## src/rtl/filter_sweep_ctrl.sv

```systemverilog
// Frequency-sweep sequencer: steps a sine period, resets and settles the filter
// chain, then measures peak-to-peak of the filter output for each point.
module filter_sweep_ctrl #(
  parameter int WORD_WIDTH   = 16,
  parameter int PERIOD_WIDTH = 32,
  parameter int CNT_WIDTH    = 32,
  parameter int RESET_CYCLES = 4
) (
  input  logic                    clk,
  input  logic                    rst,
  input  logic                    start,
  input  logic                    abort,
  input  logic [PERIOD_WIDTH-1:0] period_start,
  input  logic [PERIOD_WIDTH-1:0] period_step,
  input  logic [PERIOD_WIDTH-1:0] period_stop,
  input  logic [CNT_WIDTH-1:0]    settle_cycles,
  input  logic [CNT_WIDTH-1:0]    measure_cycles,
  input  logic [WORD_WIDTH-1:0]   sample_in,
  input  logic                    sample_valid,
  output logic [PERIOD_WIDTH-1:0] period_out,
  output logic                    dut_rst_n,
  output logic                    result_valid,
  input  logic                    result_ready,
  output logic [PERIOD_WIDTH-1:0] result_period,
  output logic [WORD_WIDTH-1:0]   result_max,
  output logic [WORD_WIDTH-1:0]   result_min,
  output logic [WORD_WIDTH-1:0]   result_p2p,
  output logic                    busy,
  output logic                    done
);

  typedef enum logic [2:0] {IDLE, RST_DUT, SETTLE, MEASURE, REPORT, NEXT, FIN} state_t;

  state_t                  state_reg, state_next;
  logic [CNT_WIDTH-1:0]    cnt_reg, settle_reg, measure_reg;
  logic [CNT_WIDTH:0]      cnt_inc;
  logic [PERIOD_WIDTH-1:0] period_reg, step_reg, stop_reg;
  logic [PERIOD_WIDTH:0]   sum_next;
  logic [WORD_WIDTH-1:0]   max_reg, min_reg, max_next, min_next;
  logic                    seen_reg, seen_next;
  logic [PERIOD_WIDTH-1:0] res_period_reg;
  logic [WORD_WIDTH-1:0]   res_max_reg, res_min_reg, res_p2p_reg;
  logic                    rst_last, settle_last, measure_last, sweep_end;

  always_comb begin
    cnt_inc      = {1'b0, cnt_reg} + {{CNT_WIDTH{1'b0}}, 1'b1};
    rst_last     = (cnt_reg == CNT_WIDTH'(RESET_CYCLES - 1));
    // Zero-length settle/measure windows collapse to a single cycle.
    settle_last  = (cnt_inc >= {1'b0, settle_reg});
    measure_last = (cnt_inc >= {1'b0, measure_reg});
    sum_next     = {1'b0, period_reg} + {1'b0, step_reg};
    sweep_end    = (step_reg == '0) || sum_next[PERIOD_WIDTH] ||
                   (sum_next[PERIOD_WIDTH-1:0] > stop_reg);
    max_next     = max_reg;
    min_next     = min_reg;
    seen_next    = seen_reg;
    if (sample_valid) begin
      seen_next = 1'b1;
      if (sample_in > max_reg) max_next = sample_in;
      if (sample_in < min_reg) min_next = sample_in;
    end
  end

  always_comb begin
    state_next   = state_reg;
    busy         = 1'b1;
    done         = 1'b0;
    dut_rst_n    = 1'b1;
    result_valid = 1'b0;
    case (state_reg)
      IDLE: begin
        busy      = 1'b0;
        dut_rst_n = 1'b0;
        if (start) state_next = RST_DUT;
      end
      RST_DUT: begin
        dut_rst_n = 1'b0;
        if (rst_last) state_next = SETTLE;
      end
      SETTLE:  if (settle_last) state_next = MEASURE;
      MEASURE: if (measure_last) state_next = REPORT;
      REPORT: begin
        result_valid = 1'b1;
        if (result_ready) state_next = NEXT;
      end
      NEXT: state_next = sweep_end ? FIN : RST_DUT;
      FIN: begin
        dut_rst_n  = 1'b0;
        done       = !abort;
        state_next = IDLE;
      end
      default: state_next = IDLE;
    endcase
    if (abort && state_reg != IDLE) state_next = IDLE;
  end

  always_ff @(posedge clk) begin
    if (!rst) begin
      state_reg      <= IDLE;
      cnt_reg        <= '0;
      settle_reg     <= '0;
      measure_reg    <= '0;
      period_reg     <= '0;
      step_reg       <= '0;
      stop_reg       <= '0;
      max_reg        <= '0;
      min_reg        <= '1;
      seen_reg       <= 1'b0;
      res_period_reg <= '0;
      res_max_reg    <= '0;
      res_min_reg    <= '0;
      res_p2p_reg    <= '0;
    end else begin
      state_reg <= state_next;
      cnt_reg   <= (state_next != state_reg || state_reg == IDLE) ? '0 : cnt_inc[CNT_WIDTH-1:0];

      if (state_reg == IDLE && state_next == RST_DUT) begin
        period_reg  <= period_start;
        step_reg    <= period_step;
        stop_reg    <= period_stop;
        settle_reg  <= settle_cycles;
        measure_reg <= measure_cycles;
      end else if (state_reg == NEXT && state_next == RST_DUT) begin
        period_reg <= sum_next[PERIOD_WIDTH-1:0];
      end

      // Running extremes are re-armed whenever we are outside the window.
      if (state_reg == MEASURE) begin
        max_reg  <= max_next;
        min_reg  <= min_next;
        seen_reg <= seen_next;
      end else begin
        max_reg  <= '0;
        min_reg  <= '1;
        seen_reg <= 1'b0;
      end

      if (state_reg == MEASURE && state_next == REPORT) begin
        res_period_reg <= period_reg;
        res_max_reg    <= seen_next ? max_next : '0;
        res_min_reg    <= seen_next ? min_next : '0;
        res_p2p_reg    <= seen_next ? (max_next - min_next) : '0;
      end
    end
  end

  assign period_out    = period_reg;
  assign result_period = res_period_reg;
  assign result_max    = res_max_reg;
  assign result_min    = res_min_reg;
  assign result_p2p    = res_p2p_reg;

endmodule

```

## config.mk

```make
export PLATFORM = sky130hd
export DESIGN_NAME = filter_sweep_ctrl
export DESIGN_NICKNAME = d
export VERILOG_FILES = /design/src/rtl/filter_sweep_ctrl.sv
export SDC_FILE = /design/constraint.sdc
export NUM_CORES = 1
export LEC_CHECK = 0
export CORE_AREA = 3 3 237 146
export CTS_BUF_LIST = sky130_fd_sc_hd__clkbuf_16
export DETAILED_ROUTE_END_ITERATION = 16
export DIE_AREA = 0 0 240 149
export PLACE_DENSITY = 0.8
export SLEW_MARGIN = 40
export SYNTH_ARGS = -nofsm -noshare
export SYNTH_HDL_FRONTEND = slang
export SYNTH_SLANG_ARGS = --single-unit
```

## constraint.sdc

```tcl
create_clock -name clk -period 6.6 [get_ports clk]
set_input_delay 0.99 -clock clk [delete_from_list [all_inputs] [get_ports clk]]
set_output_delay 0.99 -clock clk [all_outputs]
set_load 0.02 [all_outputs]
```

Word-level counts from Yosys, hierarchy flattened:

Index checks and enable logic that the tools add are counted.

* $add $sub $neg: 3
* $lt $le $gt $ge: 5
* eq/ne operators: 10
* multiplexer cells: 22
* bitwise operators: 1
* reductions and logical operators: 15

Operators with widths (count)
* 2-to-1 mux 16 bit: 7
* greater-or-equal comparator 33 x 32 -> 1 bit: 2
* 2-to-1 mux 32 bit: 2
* adder 32 x 1 -> 33 bit (second input constant): 1
* adder 32 x 32 -> 33 bit: 1
* equality test 32 x 2 -> 1 bit (second input constant): 1
* > comparator 32 bit: 1
* logical NOT 32 bit: 1
* 2-to-1 mux 3 bit: 7
* one-hot mux 3 bit (6 select lines): 1
* > comparator 16 bit: 1
* less-than comparator 16 bit: 1
* subtractor 16 bit: 1
* equality test 3 bit (second input constant): 4
* equality test 3 x 1 -> 1 bit (second input constant): 2
* equality test 3 x 2 -> 1 bit (second input constant): 2
* 2-to-1 mux 1 bit: 5
* logical AND 1 bit: 4
* logical NOT 3 bit: 1
* logical OR 1 bit: 3
* inequality test 3 bit: 1
* nonzero test 3 bit: 1
* OR reduction 3 bit: 1
* AND reduction 2 bit: 1
* 4 further kinds: 4

* register bits after elaboration: 308
* output and inout bits: 116
* word-level logic and storage cells: 70

Logic depth before layout (Yosys ltp):

Gate-level depths: netlist of the first run.

* depth in word-level cells: 10
* mapped depth: 26

Worst setup path before layout of the first run:

Ideal clock, no wire load.

* path type: input-to-reg
* start point: input port sample_in[9]
* end point: register res_p2p_reg[14] (netlist: result_p2p[14])
* data arrival time: 5.036 ns
* data required time: 6.482 ns
* path slack: 1.445 ns
* cell stages on the path: 23
* path buffers: 1
* cells stage by stage: ha_1 > or4_1 > a221oi_1 > o21ai_1 > a21oi_1 > o21bai_1 > a41oi_2 > buf_2 > mux2i_1 > inv_1 > ha_1 > inv_1 > fa_1 > a21o_1 > a21oi_1 > nand2b_1 > a21oi_1 > a21o_1 > a21oi_1 > o21ai_0 > xor2_1 > a22oi_1 > nor2b_1

* longest elaborated chain between the ends: 5
* elaborated cells on any way between the ends: 8

RTL lines
* from (decl): RTL line 18 `input logic [WORD_WIDTH-1:0] sample_in,`
* less-than comparator 16 bit: RTL line 60 `if (sample_in < min_reg) min_next = sample_in;`
* 2-to-1 mux 16 bit: RTL line 60
* 2-to-1 mux 16 bit: RTL line 57 `if (sample_valid) begin`
* via min_next[0]: RTL line 39 `logic [WORD_WIDTH-1:0] max_reg, min_reg, max_next, min_next;`
* subtractor 16 bit: RTL line 142 `res_p2p_reg <= seen_next ? (max_next - min_next) : '0;`
* 2-to-1 mux 16 bit: RTL line 142
* to (signal assigned): RTL line 142
* to (decl): RTL line 42 `logic [WORD_WIDTH-1:0] res_max_reg, res_min_reg, res_p2p_reg;`

The timed path passes the listed nets, and every way through them passes these cells.
A chain may end at the register's enable or synchronous reset.

Final worst setup path of the first run:

* start point: register step_reg[7]
* end point: register period_reg[20] (netlist: period_out[20])

* longest elaborated chain between the ends: 9
* elaborated cells on any way between the ends: 14

RTL lines
* from (decl): RTL line 37 `logic [PERIOD_WIDTH-1:0] period_reg, step_reg, stop_reg;`
* from (signal assigned): RTL line 119 `step_reg <= period_step;`
* adder 32 x 32 -> 33 bit / logical NOT 32 bit (equally long branches): RTL line 51, 52
* > comparator 32 bit / logical OR 1 bit (equally long branches): RTL line 53, 52
* logical OR 1 bit: RTL line 52 `sweep_end = (step_reg == '0) || sum_next[PERIOD_WIDTH] ||`
* 2-to-1 mux 3 bit: RTL line 86 `NEXT: state_next = sweep_end ? FIN : RST_DUT;`
* one-hot mux 3 bit (6 select lines): RTL line 70 `case (state_reg)`
* 2-to-1 mux 3 bit: RTL line 94 `if (abort && state_reg != IDLE) state_next = IDLE;`
* equality test 3 x 1 -> 1 bit: RTL line 117, 123
* logical AND 1 bit (on tied branches): RTL line 117, 123
* 2-to-1 mux 32 bit / nonzero test 2 bit (equally long branches)
* to (signal assigned): RTL line 118 `period_reg <= period_start;`
* to (signal assigned): RTL line 124 `period_reg <= sum_next[PERIOD_WIDTH-1:0];`
* to (decl): RTL line 37

Several ways; a longest one is shown, not always the timed one. The select of a mux whose other input is x is not followed.

==> impl_results.md, run 1 <==
- Max cap viols: 0
- CP Capture Type: register
- Vias per inst: roughly 5.6
- RSZ-0062 raised after global routing: no
- DRC: 0
- Most frequent cells in the layout: 347 x nand2_1, 308 x dfxtp_1, 296 x clkdlybuf4s50_1
- Post-synth net total: between 2000 and 2500
- HP Class: reg2reg
- Share of post-route cells with drive strength above 1: 0.0479
- Synth Area in Compound Gates: 0.185
- Row count: 51
- Post-synthesis adder-cell area fraction: 0.127
- Final setup vio count: 0
- H-Tree Depth: 1
- First-pass GRT wire length: around 79000 microns
- Worst Skew: 0.0137 ns
- Synthesis Warnings: 0
- Dominant cell type by area after synthesis: dfxtp_1
- Synth-to-Final Area Change: 24.4%
- DIE AREA: 0.0358 sq mm
- F_max: about 160 MHz
- Largest net degree at the start of global routing: 161
- Commonest non-fill, non-tap cell in the layout: nand2_1
- Crit path DAT: around 6.7 ns
- DP Worst Slack: 0.404 ns
- Slack of the critical path: approximately 0.38 ns
- Number of distinct library cells after synthesis: between 70 and 80
- Simple logic cell fraction of the synthesized area: 0.204
- Drt initial violations: 1115
- Area of the multi-input gates: approximately 0.010 sq mm
- Final nets: 2671
- Number of antenna violations at the first check in global routing: 3
- Clk_lat worst skew: 0.56 ns
- 1st-pass router iterations: 5
- Flops & latches, synth: 308
- Vias in the first global route: ~15000
- Post-synthesis mux area share: 0.0373
- Fill cells: 2641
- CTS tree: done
- Die Span Y: 149 microns
- Critical path launch point type: register
- CP required: 7.05 ns
- Post-synth EDFFs: 0
- Finished Layout Cells: about 2800
- Max clock buf depth: 3
- Gpl congestion: around 0.96
- Dpl cell area: between 0.02 and 0.025 sq mm
- Top_reg_cell synth: dfxtp_1
- Clock root buffer: clkbuf_16
- Overflow after GRT: 0
- Final Cycle Share: 0.942
- Minimum clock period: ~6.2 ns
- Vias: ~16000
- Die X: between 200 and 250 microns
- Max Fanout on Critical Path: 31
- Slew of the pin with the lowest slew margin: between 0.8 and 0.9 ns
- Outcome: complete, no violations
- Post-route setup TNS: 0 ns
- DR WL/cell: around 18 microns
- Fin. max-slew vios: 0
- Antenna-violating nets left: 0
- Max-slew headroom: 0.398
- Dpl hpwl: between 30000 and 40000 microns
- Final Hold Vio Count: 0
- Total power draw: around 0.0046 W
- Placed insts: 2703
- CTS sink count: between 300 and 400
- Top-area cell type share of the netlist area: 0.352
- Register area: about 0.0062 sq mm
- Seq/Total Area, Yosys: 0.352
- Initial Utilization: 0.541
- Syn Area/Cell: roughly 8.5 sq um
- Xor and xnor area share after synthesis: 0.0345
- Mapped Area: roughly 0.018 sq mm
- Critical path type: reg2reg
- Cts bufs inserted: 30
- Hold Buf Count CTS: 0
- Largest family of logic cells by synthesized area: simple AND/OR/NAND/NOR gates
- WL final: 50500 microns
- P per Cell Area: around 210 mW/mm^2
- Syn Inst Count: 2069
- Clock slew at reported path FFs: ~0.060 ns
- I/O Buffers: around 300
- Total core area: between 0.03 and 0.04 sq mm
- Main area contributors after synthesis: dfxtp_1 35%, ha_1 12%, nand2_1 7.5%
- P_leak: ~9 nW
- Tot GR Track Use: 0.275
- Synth async-reset ratio: 0
- Worst vdd ir: 224 uV
- Post-route cell area: 0.0218 sq mm
- IO Count: 298
==> routing by layer <==
metal,GRT usage,up-vias,share of wire
met2,0.415,539,0.42
li1,-,7609,-
met4,0.0690,2,0.027
met5,0,-,0.00026
met1,0.406,7347,0.48
met3,0.0499,93,0.070
==> path summary, 6_finish.rpt <==
kind / from / end / slack, ns / depth (start not counted)
setup / recovery: step_reg[7] / period_out[20] / 0.38 / 21
hold / removal: settle_reg[1] / settle_reg[1] / 0.47 / 2
setup reg to reg: step_reg[7] / period_out[20] / 0.38 / 21
hold reg to reg: settle_reg[1] / settle_reg[1] / 0.47 / 2
==> per-stage QoR <==
stage	hold WS, ns	util
global route	0.487	0.673
CTS	0.469	0.671
detailed placement	0.459	0.639
floorplan	0.443	-
global placement	0.454	0.639
finish	0.465	0.673
==> layout make-up <==
class | count | area share
Inverter | 165 | 0.0284
Sequential cell | 308 | 0.283
Timing Repair Buffer | 309 | 0.142
Clock buffer | 31 | 0.0356
Antenna cell | 2 | 0.000229
Clock inverter | 25 | 0.0127
Tap cell | 424 | 0.0243
Multi-Input combinational cell | 1498 | 0.474
==> repair_timing <==
item | CTS | global route
buffers inserted | 0 | 0
setup endpoints to repair | 0 | 9
gates resized for setup | 0 | 1
==> cell usage after synthesis, drive strengths merged, types with 7 or more instances <==
library cell,n
nand2,348
dfxtp,308
ha,175
inv,165
a21boi,153
nor2,95
a21oi,93
nor2b,90
clkbuf,71
mux2i,63
a22oi,54
xnor2,52
o21ai,45
nand3,33
nand4,31
nor3b,31
a21o,29
buf,27
nor3,19
nor4,17
xor2,17
and3,15
o21a,12
a22o,11
nand2b,11
o21bai,10
a221oi,8
and2,8
a211oi,7
or2,7
==> kinds of logic after synthesis <==
logic type	Yosys count
AND/OR/NAND/NOR	721
AO/OA/AOI/OAI	466
flip-flops	308
buffers and inverters	263
adder cells (fa/ha/maj)	177
XOR/XNOR	69
multiplexers	65
==> worst max-delay path, stage by stage (launching register included) <==
cell,delay [ns]
dfxtp_1,0.36
ha_1,0.33
o21ai_0,0.13
or3_1,0.43
nand4bb_1,0.20
o21ai_0,0.71
o21ai_1,0.25
o221ai_1,0.29
or2_1,0.19
xnor2_1,0.19
ha_1,0.30
nand4_1,0.14
inv_1,0.06
a221oi_1,0.49
o21ai_0,0.22
a211oi_1,0.24
o31a_1,0.23
and4_1,0.54
nor2_2,0.04
buf_4,0.29
and3_1,0.25
a211o_1,0.22
==> report_power, final <==
group / leakage, nW / switching [W] / internal [W] / total (W)
Clock: 0.514 / 0.000762 / 0.00109 / 0.00185
Combinational: 6.02 / 0.000428 / 0.000350 / 0.000778
Sequential: 2.51 / 0.0000575 / 0.00192 / 0.00198
(Power assumes the default switching activity.)
==> run 2: changes to the inputs <==
- HOLD_SLACK_MARGIN: unset -> 0.15
==> results of run 2 <==
No change in the layout: final DEF, timing and power equal those of run 1.
